$ cat config.mk
export PLATFORM = sky130hd
export DESIGN_NAME = jk_conv_ctrl
export DESIGN_NICKNAME = d
export VERILOG_FILES = /design/src/rtl/jk_conv_pkg.sv /design/src/rtl/jk_cell.sv /design/src/rtl/jk_conv_ctrl.sv
export SDC_FILE = /design/constraint.sdc
export NUM_CORES = 1
export LEC_CHECK = 0
export BUFFER_PORTS_ARGS = -buffer_cell sky130_fd_sc_hd__buf_2
export CORE_UTILIZATION = 52
export DETAILED_ROUTE_END_ITERATION = 12
export PLACE_DENSITY_LB_ADDON = 0.15
export SLEW_MARGIN = 30
export SYNTH_ARGS = -nofsm -noshare
export SYNTH_HDL_FRONTEND = slang
export SYNTH_SLANG_ARGS = --single-unit
$ cat constraint.sdc
create_clock -name clk -period 1.7 [get_ports clk]
set_input_delay 0.17 -clock clk [delete_from_list [all_inputs] [get_ports clk]]
set_output_delay 0.17 -clock clk [all_outputs]
set_load 0.02 [all_outputs]
$ cat src/rtl/jk_conv_pkg.sv
// jk_conv_pkg: shared types and the JK-conversion helper for jk_conv_ctrl.
//   mode_e  : command mode encodings (JK / SR / D / T)
//   state_e : controller FSM states
//   jk_conv : returns {J,K} for one bit given mode and operand pair
// Optional feature macro: JK_CONV_SR_CHECK_EN. When it is defined, SR bits
// with S=R=1 are neutralised to J=K=0. When it is not defined, those bits
// are driven J=K=1 and toggle.
package jk_conv_pkg;

  typedef enum logic [1:0] {
    MODE_JK = 2'b00,
    MODE_SR = 2'b01,
    MODE_D  = 2'b10,
    MODE_T  = 2'b11
  } mode_e;

  typedef enum logic [1:0] {
    IDLE  = 2'b00,
    APPLY = 2'b01,
    DONE  = 2'b10
  } state_e;

  // Returns {J,K} for a single cell.
  function automatic logic [1:0] jk_conv(input mode_e m, input logic a, input logic b);
    logic [1:0] jk;
    jk = 2'b00;
    case (m)
      MODE_JK: jk = {a, b};
      MODE_SR: begin
`ifdef JK_CONV_SR_CHECK_EN
        // S=R=1 is illegal for an SR cell; hold the bit instead.
        if (a && b) jk = 2'b00;
        else        jk = {a & ~b, b & ~a};
`else
        // S=R=1 falls through to the JK toggle case.
        if (a && b) jk = 2'b11;
        else        jk = {a & ~b, b & ~a};
`endif
      end
      MODE_D:  jk = {a, ~a};
      MODE_T:  jk = {a, a};
      default: jk = 2'b00;
    endcase
    return jk;
  endfunction

endpackage

$ cat src/rtl/jk_cell.sv
// jk_cell: single JK flip-flop storage cell with clock enable.
//   clk, rst_n : clock, asynchronous active-low reset (clears q)
//   en         : update enable; q holds when low
//   j, k       : 00 hold, 01 clear, 10 set, 11 toggle
//   q          : cell state
module jk_cell (
  input  logic clk,
  input  logic rst_n,
  input  logic en,
  input  logic j,
  input  logic k,
  output logic q
);

  always_ff @(posedge clk or negedge rst_n) begin
    if (!rst_n) begin
      q <= 1'b0;
    end else if (en) begin
      case ({j, k})
        2'b01:   q <= 1'b0;
        2'b10:   q <= 1'b1;
        2'b11:   q <= ~q;
        default: q <= q;
      endcase
    end
  end

endmodule

$ cat src/rtl/jk_conv_ctrl.sv
// jk_conv_ctrl: sequencing controller for a WIDTH-bit bank of JK cells.
// Accepts a command (mode, operands, repeat count) on a valid/ready
// handshake, converts operands to per-bit J/K drive, then enables the bank
// for cmd_cnt+1 consecutive edges and pulses done.
//   clk, rst_n         : clock, asynchronous active-low reset
//   cmd_valid/ready    : command handshake; ready only in IDLE
//   cmd_mode           : 00 JK, 01 SR, 10 D, 11 T
//   cmd_a, cmd_b       : J/S/D/T and K/R operands
//   cmd_cnt            : extra update edges (total = cmd_cnt+1)
//   busy               : high in APPLY and DONE
//   done               : one-cycle pulse after the last update edge
//   err                : illegal-SR flag, held until next acceptance
//   q                  : bank state
// Optional feature macro: JK_CONV_SR_CHECK_EN (SR S=R=1 detection; err is
// tied low when undefined).
module jk_conv_ctrl
  import jk_conv_pkg::*;
#(
  parameter int WIDTH = 8,
  parameter int CNT_W = 4
) (
  input  logic             clk,
  input  logic             rst_n,
  input  logic             cmd_valid,
  output logic             cmd_ready,
  input  logic [1:0]       cmd_mode,
  input  logic [WIDTH-1:0] cmd_a,
  input  logic [WIDTH-1:0] cmd_b,
  input  logic [CNT_W-1:0] cmd_cnt,
  output logic             busy,
  output logic             done,
  output logic             err,
  output logic [WIDTH-1:0] q
);

  state_e           state;
  logic [CNT_W-1:0] rem;
  logic [WIDTH-1:0] j_r, k_r;
  logic [WIDTH-1:0] j_n, k_n;
  logic             accept;
  logic             en;

  assign cmd_ready = (state == IDLE);
  assign busy      = (state == APPLY) || (state == DONE);
  assign done      = (state == DONE);
  assign en        = (state == APPLY);
  assign accept    = cmd_valid && cmd_ready;

  // Per-bit conversion of the incoming command; only sampled on accept.
  always_comb begin
    j_n = '0;
    k_n = '0;
    for (int i = 0; i < WIDTH; i++) begin
      {j_n[i], k_n[i]} = jk_conv(mode_e'(cmd_mode), cmd_a[i], cmd_b[i]);
    end
  end

  // rem counts the edges still owed after the current one, so APPLY lasts
  // cmd_cnt+1 cycles and the all-ones count never needs an extra bit.
  always_ff @(posedge clk or negedge rst_n) begin
    if (!rst_n) begin
      state <= IDLE;
      rem   <= '0;
      j_r   <= '0;
      k_r   <= '0;
    end else begin
      case (state)
        IDLE: if (accept) begin
          j_r   <= j_n;
          k_r   <= k_n;
          rem   <= cmd_cnt;
          state <= APPLY;
        end
        APPLY: begin
          if (rem == '0) state <= DONE;
          else           rem   <= rem - CNT_W'(1);
        end
        DONE:    state <= IDLE;
        default: state <= IDLE;
      endcase
    end
  end

`ifdef JK_CONV_SR_CHECK_EN
  logic err_r;

  always_ff @(posedge clk or negedge rst_n) begin
    if (!rst_n)      err_r <= 1'b0;
    else if (accept) err_r <= (mode_e'(cmd_mode) == MODE_SR) && |(cmd_a & cmd_b);
  end

  assign err = err_r;
`else
  assign err = 1'b0;
`endif

  for (genvar g = 0; g < WIDTH; g++) begin : g_cell
    jk_cell u_cell (
      .clk   (clk),
      .rst_n (rst_n),
      .en    (en),
      .j     (j_r[g]),
      .k     (k_r[g]),
      .q     (q[g])
    );
  end

endmodule
* Word-level counts from Yosys, hierarchy flattened
Cells that the tools add are included.
** Word-level totals
- Bits of input ports :: 25
- Register bits :: 30
- Logic and storage cells :: 148
** Cells by class
- Reduce and logical (&&, ||, !) cells :: 33
- Bitwise operators :: 40
- Eq/ne operators :: 32
- Add/subtract/negate cells :: 1
- Muxes and demuxes :: 30
** Operators by type and width (count)
- $pmux 2 s4 :: 8
- $eq 2x2->1 const B :: 19
- $not 1->1 :: 24
- $pmux 1 s3 :: 8
- $reduce_bool 3->1 :: 8
- $eq 2x1->1 const B :: 10
- $mux 2 :: 10
- $reduce_and 2->1 :: 10
- $and 1x1->1 :: 16
- $logic_and 1x1->1 :: 9
- $mux 4 :: 2
- $pmux 4 s2 :: 1
- $logic_not 2->1 :: 2
- $logic_not 4->1 :: 1
- $ne 2x1->1 const B :: 2
- $pmux 2 s2 :: 1
- $sub 4x1->4 const B :: 1
- $reduce_and 3->1 :: 1
- $ne 2x2->1 const B :: 1
- $reduce_bool 2->1 :: 1
- $logic_or 1x1->1 :: 1

* Logic depth before layout (Yosys ltp)
Gate-level depths: netlist of run 1.
- Depth in word-level cells :: 4
- Mapped depth :: 7
- Gate-level depth less buffers :: 5

* Cells and area by module
A second synthesis of run 1 with hierarchy kept.
** Unflattened totals
- Cells, all modules :: 131
- Area, all modules :: 1468.9 um^2
** Modules (own cells, without submodules)
- jk_conv_ctrl :: cells an instance 107, instances 1, sequential area each 550.5 um^2, area an instance 1178.6 um^2
- jk_cell :: cells an instance 3, instances 8, sequential area each 25.0 um^2, area an instance 36.3 um^2

* Worst setup path after synthesis of run 1
OpenSTA, ideal clock, no wires.
- Path type :: flip-flop to flip-flop
- Start point :: register state[0]
- End point :: register rem[3]
- Buffers on the path :: 0
- Stages on the path, launching flop included :: 6
- Arrival :: 1.559 ns
- Path slack :: 0.073 ns
- Clock period less this slack :: 1.627 ns
- Path through :: dfrtp_1 -> inv_1 -> ha_1 -> mux2i_1 -> or4_1 -> nand3_1
** On the way
- Cells in the longest elaborated chain, start to end :: 4
- Elaborated cells between the ends (all ways) :: 8
- Those cells by class :: 3 x eq/ne; 1 x mux; 4 x reduce/logical
** Ends and longest elaborated chain
- from (decl) :: RTL line jk_conv_ctrl.sv:36 : state_e state;
- from (signal assigned) :: RTL line jk_conv_ctrl.sv:62 : state <= IDLE;
- from (signal assigned) :: RTL line jk_conv_ctrl.sv:72 : state <= APPLY;
- from (signal assigned) :: RTL line jk_conv_ctrl.sv:75 : if (rem == '0) state <= DONE;
- $logic_not 2->1 (*) :: RTL line jk_conv_ctrl.sv:43 : assign cmd_ready = (state == IDLE);
- named net cmd_ready :: RTL line jk_conv_ctrl.sv:25 : output logic cmd_ready,
- $logic_and 1x1->1 :: RTL line jk_conv_ctrl.sv:47 : assign accept = cmd_valid && cmd_ready;
- $ne 2x1->1 (no source line)
- $reduce_and 3->1 (no source line)
- to (signal assigned) :: RTL line jk_conv_ctrl.sv:71 : rem <= cmd_cnt;
- to (signal assigned) :: RTL line jk_conv_ctrl.sv:76 : else rem <= rem - CNT_W'(1);
- to (decl) :: RTL line jk_conv_ctrl.sv:37 : logic [CNT_W-1:0] rem;
Mark *: on every way through the listed nets, which the timed path passes. The rest lies on a longest branch.
A chain may end at the register's enable or synchronous reset.

* Worst setup path in the final report of run 1
- Start point :: register state[1]
- End point :: register rem[0]
** On the way
- Cells in the longest elaborated chain, start to end :: 4
- Elaborated cells between the ends (all ways) :: 8
- Those cells by class :: 3 x eq/ne; 1 x mux; 4 x reduce/logical
** Ends and longest elaborated chain (RTL line)
- $logic_not 2->1 :: jk_conv_ctrl.sv:43, jk_conv_ctrl.sv:67
- $logic_and 1x1->1 :: jk_conv_ctrl.sv:47
- $ne 2x1->1 (no source line)
- $reduce_and 3->1 (no source line)
Parallel ways exist; a longest one is shown, timed or not.

==> summary.md, run 1 <==
| Metric | Value |
|---|---|
| Yosys top cell area share | 49.14% |
| Post-Synth Adder-Cell Area | under 10% |
| Setup CP Type | flop to flop |
| Antenna violations before repair | 0 |
| Slowest CP cell | or4_1 |
| Sum Neg Setup Slack | 0 ns |
| Most common cell after layout, fill and taps aside | buf_2 |
| # Max-Cap Violations | 0 |
| Largest area contributor in the netlist | dfrtp_1 |
| Vias | about 1200 |
| Largest net degree at the start of global routing | 31 |
| Final nets | around 200 |
| Drt first pass iters | 7 |
| N_diodes | 0 |
| Vias in the first global route | 1110 |
| GP Congestion | 0.8207 |
| Die height | ~56 µm |
| Post-synthesis mux area share | 12.45% |
| Avg Cell Area, Syn | 10.68 µm² |
| Cell Area, Synth | about 0.0015 mm² |
| Final Max Slew Viols | 0 |
| CTS tree | built |
| First-pass GRT wire length | 5.023 mm |
| RR Startpoint | state[1] |
| Buffers on Ports | 35 |
| Worst Skew | 0.007077 ns |
| Initial drt markers | 49 |
| Max stage delay on crit path | 0.40 ns |
| Starting Density | ~55% |
| DR DRC count | 0 |
| Min-Delay Path Class | input pin to flop |
| CTS Sinks | 30 |
| VDD IR max | about 1200 µV |
| DR WL/cell | roughly 14 µm |
| Die width | 56.20 µm |
| Deepest clock path buffer count | 2 |
| Final HPWL DP | 2.066 mm |
| Worst-margin pin slew | 0.6540 ns |
| Yosys warning count | 0 |
| CP Data Arrival Time | 1.88 ns |
| Num rows | 19 |
| Vias/cell | between 5 and 6 |
| Worst Path Max Fanout | 15 |
| Most frequent cells in the layout | 35 x buf_2, 30 x dfrtp_1, 12 x o21ai_0, 11 x nand2_1, 9 x mux2i_1 |
| Seq/Total Area, Yosys | 49.14% |
| Synth Area in Simple Gates | 8.600% |
| Post-synthesis compound-gate area fraction | 13.43% |
| ANT nets after route | 0 |
| Clk Latency, worst-skew pair | 0.33 ns |
| Post-CTS Setup Inserts | 0 |
| H-tree depth | 2 |
| GRT Overall Usage | 21.18% |
| Yosys reg bits | 30 |
| Syn-to-layout area delta | 15.32% |
| Largest cells by area after synthesis | dfrtp_1 49%, mux2i_1 6.6%, mux2_2 5.9% |
| Gr ovfl total | 0 |
| Routed WL | 2.854 mm |
| Slew headroom | 56.40% |
| Hold_sp | cmd_a[4] |
| Post-synth net total | 172 |
| Max frequency | ~600 MHz |
| Num CTS Buffers | 5 |
| Synthesized instance count | between 100 and 150 |
| Pwr Total | 3137 µW |
| Startpoint types | flop |
| Clock-pin slew of the registers on the worst-case setup and hold paths | 0.09 ns |
| Core Region | 0.002781 mm² |
| Crit end category | flop |
| Final hold vios | 0 |
| Die footprint | 0.003158 mm² |
| Final setup vio count | 0 |
| P_leak | approximately 0.00083 µW |
| Ratio of cells with drive above 1 in the final layout | 32.39% |
| I/O pin total | 37 |
| Root buf cell | clkbuf_4 |
| Worst path required time | just under 2 ns |
| Worst-path cell chain | inv_1 -> ha_1 -> buf_4 -> nor2_1 -> or4_1 -> o21ai_1 |
| Power per Cell Area | about 1800 mW/mm² |
| Fin crit share | 95.11% |
| Min Clock Period, post-route | 1.617 ns |
| Status | complete, no violations |
| Worst Setup SP | state[1] |
| RSZ-0062 raised after global routing | false |
| Main combinational cell family by area after synthesis | compound AO/OA/AOI/OAI gates |
| Synth cell types | 30 |
| XOR/XNOR Fraction of Synth Area | 4.586% |
-- where the power goes --
part / switching (µW) / leakage [µW] / internal (µW) / total, µW
Combinational: 765 / 0.000443 / 637 / 1400
Sequential: 231 / 0.000352 / 1070 / 1300
Clock: 235 / 0.0000353 / 200 / 435
-- worst max-delay path: cells and delay by family, from the launching register on --
kind                       cells  cell delay (ns)
buffers and inverters          2             0.34
DFF                            1             0.39
AOI/OAI and AO/OA              1             0.09
adders and majority gates      1             0.27
and+or+nand+nor                2             0.46
-- registers in the layout (all words and copies together), names as in the netlist --
| signal | count |
|---|---|
| k_r | 8 |
| rem | 4 |
| state | 2 |
| g_cell.u_cell.q | 8 |
| j_r | 8 |
-- final cells by class --
cell class | count | area (µm²)
repair buffers | 41 | 235.2
inverters | 6 | 22.52
clock inverters | 1 | 5.005
well taps | 31 | 38.79
multi-input cells | 91 | 654.4
clock buffers | 7 | 55.05
fillers | 249 | 1020
flip-flops and latches | 30 | 750.7
-- Yosys cell counts, drive strengths merged --
| master | instances |
|---|---|
| o311ai | 1 |
| nor2b | 1 |
| buf | 12 |
| nor2 | 3 |
| or4 | 2 |
| nand2b | 2 |
| nor3 | 1 |
| and4bb | 1 |
| o31a | 1 |
| xnor2 | 8 |
| inv | 6 |
| a31oi | 8 |
| a211oi | 1 |
| mux2 | 8 |
| conb | 1 |
| nor3b | 1 |
| mux2i | 10 |
| dfrtp | 30 |
| a2bb2oi | 2 |
| a21oi | 8 |
| a22oi | 1 |
| ha | 4 |
| nand3 | 2 |
| or3 | 1 |
| o21ai | 13 |
| nand2 | 11 |
| clkbuf | 4 |
-- per-layer routing --
metal,up-vias,GRT usage (%),routed length (µm),share of wire (%)
met3,4,7.209,134,4.7
met2,33,33.33,1421,50
met4,0,7.317,30,1.1
met1,564,27.40,1268,44
met5,-,0,0,0
li1,556,-,-,-
-- logic make-up (layout without fill, tap and decap cells) --
| kind of cell | after synthesis | after routing |
|---|---|---|
| fa+ha+maj | 4 | 4 |
| flops | 30 | 30 |
| other cells | 1 | 1 |
| compound gates | 35 | 35 |
| buf+inv | 22 | 55 |
| xor+xnor | 8 | 8 |
| mux | 18 | 18 |
| simple gates | 25 | 25 |
-- what timing repair did --
action | CTS | global route
endpoints found under the setup margin | 0 | 3
hold endpoints to repair | 30 | 0
hold buffers | 1 | 0
resized for setup | 0 | 1
-- per-stage QoR --
step           instance area, µm²  hold slack, ns  util, %  setup slack, ns  instances
2_1_floorplan                1528         -0.1256        -          0.07266        143
3_3_place_gp                 1688          0.2317    60.68           0.1628        198
3_5_place_dp                 1688          0.2359    60.68          0.09400        198
4_1_cts                      1758         0.08448    63.20          0.09124        207
5_1_grt                      1762         0.07804    63.34          0.02041        207
6_report                     1762         0.09670    63.34          0.08316        207
-- worst paths after layout --
kind | endpoint | slack, ns | cells after the start
max | rem[0] | 0.08 | 6
min | j_r[4] | 0.1 | 2
max reg2reg | rem[0] | 0.08 | 6
min reg2reg | g_cell[3].u_cell.q | 0.46 | 1
max in group asynchronous | g_cell[1].u_cell.q | 0.88 | 2
min in group asynchronous | rem[3] | 0.39 | 2
No activity file was read; power rests on OpenSTA's default activity.
==> run 2, diff against run 1 <==
--- a/config.mk
+++ b/config.mk
@@ -6,6 +6,7 @@
 export NUM_CORES = 1
 export LEC_CHECK = 0
 export BUFFER_PORTS_ARGS = -buffer_cell sky130_fd_sc_hd__buf_2
+export CORE_ASPECT_RATIO = 0.8
 export CORE_UTILIZATION = 52
 export DETAILED_ROUTE_END_ITERATION = 12
 export PLACE_DENSITY_LB_ADDON = 0.15
==> run 2 against run 1 <==
Against the previous run: setup slack better by 0.034 ns; sequential power hardly changed; design area is 0.21% lower; critical path depth decreased by 1; via count shrank 1.1%; sequential cell count unchanged; critical path type unchanged.
==> summary.md, run 2 (synthesis results as in run 1) <==
| Metric | Value |
|---|---|
| Status | complete, no violations |
| DR DRC count | 0 (unchanged) |
| Initial drt markers | 35 (-29%) |
| Routed WL | 2.783 mm (-2.5%) |
| RSZ-0062 raised after global routing | false |
| First-pass GRT wire length | 4.781 mm (-4.8%) |
| Slew headroom | 57.22% (+0.81 points) |
| CP bufs+invs | 1 (-1) |
| Drt first pass iters | 4 (-3) |
| Setup CP Type | flop to flop |
| Num rows | 17 (-2) |
| Largest net degree at the start of global routing | 31 (unchanged) |
| Die footprint | 0.003160 mm² (about the same) |
| Slowest CP cell | or4_1 |
| Worst Skew | 0.009040 ns (+0.001963 ns) |
| Buffers on Ports | 35 (unchanged) |
| CP Data Arrival Time | 1.84 ns (-0.04 ns) |
| Ratio of cells with drive above 1 in the final layout | 32.00% (-0.39 points) |
| P_leak | 0.0008190 µW (-1.3%) |
| Final nets | 204 (unchanged) |
| Crit-path leading delay family | simple AND/OR/NAND/NOR gates |
| CTS Sinks | 30 (unchanged) |
| Core Region | 0.002765 mm² (-0.58%) |
| Startpoint types | flop |
| Starting Density | 55.25% (+0.32 points) |
| Max stage delay on crit path | 0.50 ns (+0.10 ns) |
| Die height | 50.48 µm (-10%) |
| Num CTS Buffers | 5 (unchanged) |
| Final setup margin | 0.1173 ns (+0.03414 ns) |
| Vias in the first global route | 1110 (unchanged) |
| Gr ovfl total | 0 (unchanged) |
| Clk Latency, worst-skew pair | 0.33 ns (about the same) |
| Sum Neg Setup Slack | 0 ns (unchanged) |
| Max frequency | 631.8 MHz (+2.2%) |
| # Max-Cap Violations | 0 (unchanged) |
| Post-Place Worst Slack | 0.1043 ns (+0.01025 ns) |
| Vias | 1144 (-1.1%) |
| GRT Overall Usage | 20.33% (-0.84 points) |
| I/O pin total | 37 (unchanged) |
| Vias/cell | 5.371 (-3.9%) |
| Final setup vio count | 0 (unchanged) |
| Fin crit share | 93.10% (-2.0 points) |
| Worst-margin pin slew | 0.6418 ns (-0.01222 ns) |
| DR WL/cell | 13.07 µm (-5.2%) |
| Die width | 62.60 µm (+11%) |
| Most frequent cells in the layout | 35 x buf_2, 30 x dfrtp_1, 12 x o21ai_0, 11 x nand2_1, 9 x mux2i_1 |
| Root buf cell | clkbuf_4 |
| Most common cell after layout, fill and taps aside | buf_2 |
| Min Clock Period, post-route | 1.583 ns (-0.03414 ns) |
| Worst path required time | 1.96 ns (about the same) |
| Crit end category | flop |
| ANT nets after route | 0 (unchanged) |
| Worst-path cell chain | inv_1 -> ha_1 -> and4bb_4 -> or4_1 -> nand3_1 |
| Post-CTS Setup Inserts | 0 (unchanged) |
| Deepest clock path buffer count | 2 (unchanged) |
| Biggest regs | g_cell.u_cell.q (8), j_r (8), k_r (8) |
| Antenna violations before repair | 0 (unchanged) |
| Min-Delay Path Class | input pin to flop |
| Power per Cell Area | 1747 mW/mm² (-1.9%) |
| Final Max Slew Viols | 0 (unchanged) |
| H-tree depth | 2 (unchanged) |
| Worst Path Max Fanout | 5 (-10) |
| GP Congestion | 0.7641 (-6.9%) |
| Clock-pin slew of the registers on the worst-case setup and hold paths | 0.09 ns (about the same) |
| Syn-to-layout area delta | 15.07% |
| Final HPWL DP | 2.076 mm (+0.47%) |
| VDD IR max | 1030 µV (-13%) |
| Final hold vios | 0 (unchanged) |
| N_diodes | 0 (unchanged) |
| CTS tree | built |
## run 2: cell types whose count changed in the layout (fill, tap and decap cells not counted)
cell      change
clkbuf_1      +1
clkbuf_8      -1
clkinv_2      -1
ha_1          -1
ha_2          +1
## run 2: path summary, 6_finish.rpt
check	start	end	slack (ns)	cells after the start
max in group asynchronous	rst_n	rem[0]	0.89	2
worst max register to register	rem[0]	rem[3]	0.12	5
worst min-delay path	cmd_a[7]	j_r[7]	0.09	2
worst max-delay path	rem[0]	rem[3]	0.12	5
worst min register to register	k_r[0]	g_cell[0].u_cell.q	0.45	1
min in group asynchronous	rst_n	k_r[2]	0.39	2
## run 2: per-layer routing
metal | vias to the layer above | GRT usage [%] | wire [µm]
li1 | 561 | - | -
met1 | 549 | 23.96 | 1270
met2 | 26 | 32.97 | 1312
met3 | 8 | 8.182 | 158
met4 | 0 | 8.915 | 42
met5 | - | 0 | 0
## run 2: layout make-up
type,instances,area (µm²)
flip-flops and latches,30,750.7
fillers,236,1007
well taps,38,47.55
clock buffers,7,45.04
repair buffers,41,235.2
multi-input cells,91,656.9
inverters,6,22.52
## run 2: timing repair
item,CTS,global route
setup endpoints to repair,0,4
hold buffers,1,0
hold endpoints to repair,30,0
gates resized for setup,0,2
## run 2: power breakdown
| group | internal [µW] | switching, µW | leakage, µW |
|---|---|---|---|
| clock network | 156 | 225 | 0.0000254 |
| logic | 640 | 757 | 0.000442 |
| registers | 1070 | 225 | 0.000352 |
## run 2: through the flow
step,hold slack (ns),std cells,total power (µW),util (%),cell area (µm²)
detailed placement,0.2375,205,2706,61.36,1697
global placement,0.2309,205,2629,61.36,1697
finish,0.09297,213,3071,63.57,1758
global route,0.07307,213,3323,63.57,1758
floorplan,-0.1256,143,2390,-,1528
CTS,0.08748,213,3085,63.35,1752
## run 2: worst register-to-register path: stages, from the launching register on
cell      delay (ns)
dfrtp_1         0.37
inv_1           0.06
ha_1            0.24
and4bb_4        0.24
or4_1           0.51
nand3_1         0.10
==> run 3, diff against run 2 <==
--- a/config.mk
+++ b/config.mk
@@ -8,8 +8,10 @@
 export BUFFER_PORTS_ARGS = -buffer_cell sky130_fd_sc_hd__buf_2
 export CORE_ASPECT_RATIO = 0.8
 export CORE_UTILIZATION = 52
+export CTS_CLUSTER_SIZE = 24
 export DETAILED_ROUTE_END_ITERATION = 12
 export PLACE_DENSITY_LB_ADDON = 0.15
+export SETUP_SLACK_MARGIN = 0.2
 export SLEW_MARGIN = 30
 export SYNTH_ARGS = -nofsm -noshare
 export SYNTH_HDL_FRONTEND = slang
==> run 3 against run 2 <==
Against the previous run: highest routed layer unchanged; sequential power hardly changed; critical endpoint is now rem[0]; clock-buffer cell count stayed put; non-clock buffer count is 6 higher.
==> summary.md, run 3 (synthesis results as in run 1) <==
| Metric | Value |
|---|---|
| Worst-margin pin slew | 0.6425 ns (+0.0007819 ns) |
| First-pass GRT wire length | 4.892 mm (+2.3%) |
| Power per Cell Area | 1790 mW/mm² (+2.5%) |
| Status | complete, no violations |
| CTS tree | built |
| Startpoint types | flop |
| Antenna violations before repair | 0 (unchanged) |
| Clock-pin slew of the registers on the worst-case setup and hold paths | 0.09 ns (about the same) |
| Num rows | 17 (unchanged) |
| Core Region | 0.002765 mm² (unchanged) |
| Initial drt markers | 46 (+31%) |
| Num CTS Buffers | 5 (unchanged) |
| DR DRC count | 0 (unchanged) |
| Fin crit share | 89.23% (-3.9 points) |
| Syn-to-layout area delta | 22.52% |
| # Max-Cap Violations | 0 (unchanged) |
| Worst path required time | 1.94 ns (-0.02 ns) |
| Die height | 50.48 µm (unchanged) |
| Worst Path Max Fanout | 7 (+2) |
| Min Clock Period, post-route | 1.517 ns (-0.06583 ns) |
| ANT nets after route | 0 (unchanged) |
| Final setup vio count | 0 (unchanged) |
| Vias/cell | 5.182 (-3.5%) |
| Die width | 62.60 µm (unchanged) |
| GRT Overall Usage | 20.90% (+0.57 points) |
| Setup CP Type | flop to flop |
| CTS Sinks | 30 (unchanged) |
| N_diodes | 0 (unchanged) |
| Buffers on Ports | 35 (unchanged) |
| Ratio of cells with drive above 1 in the final layout | 39.56% (+7.6 points) |
| Drt first pass iters | 4 (unchanged) |
| Routed WL | 2.897 mm (+4.1%) |
| VDD IR max | 1017 µV (-1.3%) |
| Final Util | 67.69% (+4.1 points) |
| Worst Skew | 0.004115 ns (-0.004925 ns) |
| Post-Place Worst Slack | 0.1184 ns (+0.01411 ns) |
| Clk Latency, worst-skew pair | 0.31 ns (-0.02 ns) |
| Root buf cell | clkbuf_4 |
| Vias | 1140 (-0.35%) |
| Starting Density | 55.25% (unchanged) |
| H-tree depth | 2 (unchanged) |
| Layout fillers | 222 (-5.9%) |
| DR WL/cell | 13.17 µm (+0.78%) |
| Vias in the first global route | 1098 (-1.1%) |
| Sum Neg Setup Slack | 0 ns (unchanged) |
| Pwr Total | 3351 µW (+9.1%) |
| Gr ovfl total | 0 (unchanged) |
| P_leak | 0.0008679 µW (+6.0%) |
| Final hold vios | 0 (unchanged) |
| Slew headroom | 57.16% (about the same) |
| Final nets | 210 (+2.9%) |
| Final HPWL DP | 2.032 mm (-2.1%) |
| Most frequent cells in the layout | 35 x buf_2, 30 x dfrtp_1, 12 x o21ai_0, 11 x nand2_1 |
| CP Data Arrival Time | 1.76 ns (-0.08 ns) |
| RSZ-0062 raised after global routing | true |
| Min-Delay Path Class | input pin to flop |
| Most common cell after layout, fill and taps aside | buf_2 |
| Crit end category | flop |
| Die footprint | 0.003160 mm² (unchanged) |
| Deepest clock path buffer count | 2 (unchanged) |
| I/O pin total | 37 (unchanged) |
| Final setup margin | 0.1831 ns (+0.06583 ns) |
| GP Congestion | 0.7196 (-5.8%) |
| Largest net degree at the start of global routing | 31 (unchanged) |
| Final Max Slew Viols | 0 (unchanged) |
| Biggest regs | g_cell.u_cell.q (8), j_r (8), k_r (8) |
| Max frequency | 659.3 MHz (+4.3%) |
-- run 3: where the power goes --
part	internal, µW	total, µW	switching, µW
Sequential	1070	1310	244
Combinational	783	1620	832
Clock	200	422	222
-- run 3: routing by layer --
layer,vias to the layer above,global-route usage (%),part of all wire (%)
met5,-,0,0
met3,2,8.182,4.7
met4,0,8.140,0.48
met2,27,33.15,48
li1,574,-,-
met1,537,25.78,47
-- run 3: worst max-delay path, stage by stage (launching register included) --
cell      delay [ns]
dfrtp_1         0.38
inv_2           0.08
ha_4            0.20
and4bb_4        0.21
or4_1           0.50
o21ai_1         0.09
-- run 3: timing repair --
| item | 4_1_cts | 5_1_grt |
|---|---|---|
| setup endpoints to repair | 4 | 6 |
| hold endpoints to repair | 30 | 0 |
| setup buffers | 7 | 1 |
| hold buffers | 1 | 0 |
| resized for setup | 5 | 4 |
| pin swaps | 3 | 1 |
-- run 3: through the flow --
step,cells,hold WS (ns),instance area (µm²)
floorplan,143,-0.1256,1553
global placement,203,0.2284,1707
detailed placement,203,0.2282,1707
CTS,219,0.09753,1848
global route,220,0.07954,1872
finish,220,0.1119,1872
-- run 3: worst paths after layout --
check	start	endpoint	slack, ns	cells after the start
worst min register to register	k_r[5]	g_cell[5].u_cell.q	0.46	1
worst max register to register	state[1]	rem[0]	0.18	5
max in group asynchronous	rst_n	g_cell[3].u_cell.q	0.87	2
worst min-delay path	cmd_a[7]	j_r[7]	0.11	2
worst max-delay path	state[1]	rem[0]	0.18	5
min in group asynchronous	rst_n	rem[3]	0.41	2
-- run 3: layout make-up --
type                    instances  area, µm²  area share (%)
clock inverters                 1      5.005          0.2674
multi-input cells              91      706.9           37.77
well taps                      38      47.55           2.540
inverters                       6      22.52           1.203
repair buffers                 47      284.0           15.17
clock buffers                   7      55.05           2.941
flip-flops and latches         30      750.7           40.11
